==> src/rtl/sum_collector.sv <==
// sum_collector: packs NIBBLES consecutive 4-bit adder results (and each
// stage carry-out) into one output word, with a one-deep output buffer,
// a synchronous flush and a sticky overrun flag for dropped words.
module sum_collector #(
    parameter int NIBBLES = 4
) (
    input  logic                   clk,
    input  logic                   rst_n,
    input  logic                   in_valid,
    input  logic [3:0]             sum,
    input  logic [3:0]             c_out,
    input  logic                   flush,
    input  logic                   out_ready,
    output logic                   out_valid,
    output logic [4*NIBBLES-1:0]   out_data,
    output logic [NIBBLES-1:0]     out_carry,
    output logic                   overrun,
    output logic                   busy
);

    localparam int CW = $clog2(NIBBLES);

    typedef enum logic {
        IDLE    = 1'b0,
        COLLECT = 1'b1
    } state_e;

    state_e                 state_q, state_d;
    logic [CW-1:0]          cnt_q, cnt_d;
    logic [4*NIBBLES-1:0]   asm_q, asm_d;
    logic [NIBBLES-1:0]     asm_carry_q, asm_carry_d;
    logic                   out_valid_q;
    logic [4*NIBBLES-1:0]   out_data_q;
    logic [NIBBLES-1:0]     out_carry_q;
    logic                   overrun_q;
    logic                   complete;
    logic                   load;

    // Next-state for the assembly path: flush wins, otherwise insert the nibble at slot cnt.
    always_comb begin
        // NOTE: every variable gets a default first so no path leaves it unassigned (no latch).
        state_d     = state_q;
        cnt_d       = cnt_q;
        asm_d       = asm_q;
        asm_carry_d = asm_carry_q;
        complete    = 1'b0;
        if (flush) begin
            state_d     = IDLE;
            cnt_d       = '0;
            asm_d       = '0;
            asm_carry_d = '0;
        end else if (in_valid) begin
            // sum/c_out are only sampled here, so X on them while idle never propagates.
            for (int i = 0; i < NIBBLES; i++) begin
                if (cnt_q == CW'(i)) begin
                    asm_d[4*i +: 4] = sum;
                    asm_carry_d[i]  = c_out[3];
                end
            end
            if (cnt_q == CW'(NIBBLES - 1)) begin
                complete = 1'b1;
                cnt_d    = '0;
                state_d  = IDLE;
            end else begin
                cnt_d    = cnt_q + CW'(1);
                state_d  = COLLECT;
            end
        end
    end

    // A completed word enters the buffer if it is empty or being drained this same cycle.
    assign load = complete && (!out_valid_q || out_ready);

    // State, assembly and output-buffer registers.
    always_ff @(posedge clk or negedge rst_n) begin
        if (!rst_n) begin
            // NOTE: the assembly registers are reset too, so a word cut short by reset never leaks out.
            state_q     <= IDLE;
            cnt_q       <= '0;
            asm_q       <= '0;
            asm_carry_q <= '0;
            out_valid_q <= 1'b0;
            out_data_q  <= '0;
            out_carry_q <= '0;
            overrun_q   <= 1'b0;
        end else begin
            // NOTE: non-blocking assignments so every register samples pre-edge values.
            state_q     <= state_d;
            cnt_q       <= cnt_d;
            asm_q       <= asm_d;
            asm_carry_q <= asm_carry_d;
            if (load) begin
                out_valid_q <= 1'b1;
                out_data_q  <= asm_d;
                out_carry_q <= asm_carry_d;
            end else if (out_valid_q && out_ready) begin
                out_valid_q <= 1'b0;
            end
            if (complete && out_valid_q && !out_ready) begin
                overrun_q <= 1'b1;
            end
        end
    end

    assign out_valid = out_valid_q;
    assign out_data  = out_data_q;
    assign out_carry = out_carry_q;
    assign overrun   = overrun_q;
    assign busy      = (state_q == COLLECT);

endmodule

==> config.mk <==
export PLATFORM = sky130hd
export DESIGN_NAME = sum_collector
export DESIGN_NICKNAME = d
export VERILOG_FILES = /design/src/rtl/sum_collector.sv
export SDC_FILE = /design/constraint.sdc
export NUM_CORES = 1
export LEC_CHECK = 0
export ABC_AREA = 1
export ABC_CLOCK_PERIOD_IN_PS = 2900
export CAP_MARGIN = 20
export CORE_MARGIN = 3
export CORE_UTILIZATION = 45
export CTS_CLUSTER_SIZE = 30
export DETAILED_ROUTE_END_ITERATION = 6
export GPL_TIMING_DRIVEN = 0
export PLACE_DENSITY_LB_ADDON = 0.3
export SYNTH_ARGS = -nofsm -noshare
export SYNTH_HDL_FRONTEND = slang
export SYNTH_SLANG_ARGS = --single-unit
==> constraint.sdc <==
create_clock -name clk -period 2.9 [get_ports clk]
set_input_delay 0.58 -clock clk [delete_from_list [all_inputs] [get_ports clk]]
set_output_delay 0.58 -clock clk [all_outputs]
set_load 0.005 [all_outputs]
==> summary.md <==
| Metric | Value |
|---|---|
| Clk_lat worst skew | `approximately 0.30 ns` |
| Area contributors post-synth | `dfrtp_1 (53%), nand2_1 (18%), nor2_4 (5.8%), inv_1 (4.2%), nor2_1 (3.9%)` |
| Pwr Total | `about 0.0013 W` |
| Endpoints failing hold | `0` |
| Yosys warns | `0` |
| Rows | `24` |
| Drt wl/cell | `11.8 µm` |
| First-pass GRT wire length | `approximately 7.0 mm` |
| Min Tclk post-route | `1.74 ns` |
| Initial antenna violation count | `0` |
| Slowest cell on the critical path | `clkdlybuf4s50_1` |
| Hold WS | `0.229 ns` |
| DP Wirelength | `between 2 and 3 mm` |
| Finished Layout Cells | `332` |
| Port bufs | `32` |
| TNS Setup | `0 ns` |
| Number of DRC markers in iteration 0 | `112` |
| Register area share after synthesis | `around 53%` |
| Fmax | `about 570 MHz` |
| Die width | `75.0 µm` |
| CP max stage delay | `approximately 0.50 ns` |
| Metal-1 WL | `between 1.5 and 2 mm` |
| Element type at the critical path start | `register` |
| I/O pins | `36` |
| Critical path required time | `~2.3 ns` |
| Syn nets | `approximately 260` |
| Top Metal Used | `met4` |
| Ant. Diodes | `0` |
| CP cell instances | `clkdlybuf4s50_1` |
| Worst path buffer plus inverter count | `1` |
| NumNets Final | `297` |
| Core area | `0.00447 mm²` |
| Worst-path clk slew | `~0.090 ns` |
| Synth Register Bits | `45` |
| ANT nets after route | `0` |
| Number of global-route vias before repair | `1562` |
| Setup Skew | `approximately 0.0076 ns` |
| Leak Pwr | `approximately 1.4 nW` |
| Netlist cell types | `22` |
| Hold/Removal Path Class | `in -> async` |
| Mapped cell area | `0.00214 mm²` |
| WL met2 | `roughly 1.8 mm` |
| Vias | `1525` |
| DR pass1 iterations | `4` |
| Post-CTS Hold Buffers | `0` |
| RSZ-0062 raised after global routing | `no` |
| Crit-path max FO | `2` |
| Final GP Congestion | `roughly 0.73` |
| Setup CP Type | `reg -> out` |
| GRT Overall Usage | `roughly 17%` |
| Status | `finished clean` |
| Gr ovfl total | `0` |
| Max_slew headroom | `between 60% and 70%` |
| Clock buffer count from CTS | `5` |
| Yosys top cell by area | `dfrtp_1` |
| # resized after CTS | `0` |
| Fin. max-slew vios | `0` |
| Fraction of the cycle the final worst path needs | `about three fifths` |
| Peak supply drop | `between 200 and 300 µV` |
| Fin area | `about 0.0027 mm²` |
| # setup viols final | `0` |
| Top-area cell type share of the netlist area | `around 53%` |
| Layout cells sized above 1 | `16.1%` |
| Worst path top cell family by delay | `buffers and inverters` |
| Number of vias per cell | `about 4.6` |
| Post-place instance area | `0.00254 mm²` |
| Max-Cap Viols | `0` |
| Post-Synthesis Cells | `239` |
| Post-synthesis average cell area | `between 8 and 9 µm²` |
| Setup Fix Bufs, Post-CTS | `0` |
| TritonCTS clock tree | `built` |
| Height of the die | `approximately 75 µm` |
| Largest net degree at the start of global routing | `26` |
| Number of remaining DRC errors | `0` |
| CTS sink count | `45` |
| Routed Wire Length | `about 3.9 mm` |
| H-tree Lvls | `2` |
| Worst Max-Slew Pin Slew | `between 0.4 and 0.5 ns` |
| Die area | `between 0.005 and 0.006 mm²` |
| Crit path DAT | `approximately 1.2 ns` |
| Clock root cell | `clkbuf_8` |
| Met3 WL | `about 140 µm` |
| PwrDens | `505 mW/mm²` |
| Initial cell density of the core | `approximately 48%` |
| Buffer levels on the longest clock path | `2` |
| P&R area growth vs syn | `23.9%` |
| CP endpoint kind | `primary output` |
| Dpl cells | `about 320` |
## final timing paths
check	to	from	depth (start not counted)	slack, ns
min in group clk	out_carry[2]	out_carry[2]	2	0.48
max	out_data[4]	out_data[4]	1	1.16
max in group asynchronous	asm_q[7]	rst_n	2	2.17
min	out_carry[1]	rst_n	1	0.23
min reg2reg	out_carry[2]	out_carry[2]	2	0.48
max reg2reg	out_data[4]	cnt_q[0]	7	1.49
## logic make-up after synthesis
logic type,after synthesis,synth area share [%]
AND/OR/NAND/NOR,151,34.8
flip-flops,45,52.5
buffers and inverters,33,8.23
adder cells (fa/ha/maj),5,2.92
AO/OA/AOI/OAI,4,1.17
XOR/XNOR,1,0.408
## synth_stat cells
library cell,number
inv_1,24
nand3_1,1
o21ai_0,1
ha_1,5
dfrtp_1,45
clkbuf_8,1
nor2_4,11
nor2_1,22
inv_2,2
nand3_2,1
buf_6,2
nand2_4,2
clkbuf_4,1
nand2_8,3
nand2_1,101
buf_4,2
o21bai_1,1
nor2_2,10
buf_12,1
a21oi_1,1
o31ai_1,1
xnor2_1,1
## per-layer routing
layer | up-vias | track usage (%)
met5 | - | 0
met1 | 716 | 22.3
li1 | 777 | -
met3 | 7 | 4.54
met2 | 25 | 26.4
met4 | 0 | 5.53
## area by class of cell
| class | instances | area, µm² |
|---|---|---|
| timing repair buffer | 33 | 335 |
| clock inverter | 2 | 38.8 |
| inverter | 26 | 97.6 |
| buffer | 7 | 78.8 |
| clock buffer | 6 | 72.6 |
| sequential | 45 | 1130 |
| multi-input combinational | 161 | 842 |
| fill | 400 | 1820 |
| tap | 52 | 65.1 |
## flip-flops by register name, summed over array words and instances, names as in the netlist
signal and cells:
asm_carry_q 4, busy 1, out_valid 1, overrun 1
out_data 16, out_carry 4, asm_q 16, cnt_q 2
## where the power goes
group          total [W]  internal, W  switching (W)
Combinational   0.000189    0.0000861       0.000103
Sequential      0.000677     0.000661      0.0000159
Clock           0.000474     0.000259       0.000216
Total            0.00134      0.00101       0.000334
## placed cells by master (no fill, tap or decap), types with 3 or more instances in the layout
| cell | count |
|---|---|
| nand2_1 | 101 |
| dfrtp_1 | 45 |
| clkdlybuf4s50_1 | 31 |
| inv_1 | 24 |
| nor2_1 | 22 |
| nor2_4 | 11 |
| nor2_2 | 10 |
| clkbuf_8 | 6 |
| ha_1 | 5 |
| nand2_8 | 3 |
## stage by stage
step                      utilization [%]  setup slack, ns
after detailed placement             56.9             1.02
final                                59.4             1.16
after global routing                 59.4             1.10
after CTS                            59.4             1.14
after floorplan                         -             1.64
after global placement               56.5           0.0141
No activity file was read; power rests on OpenSTA's default activity.
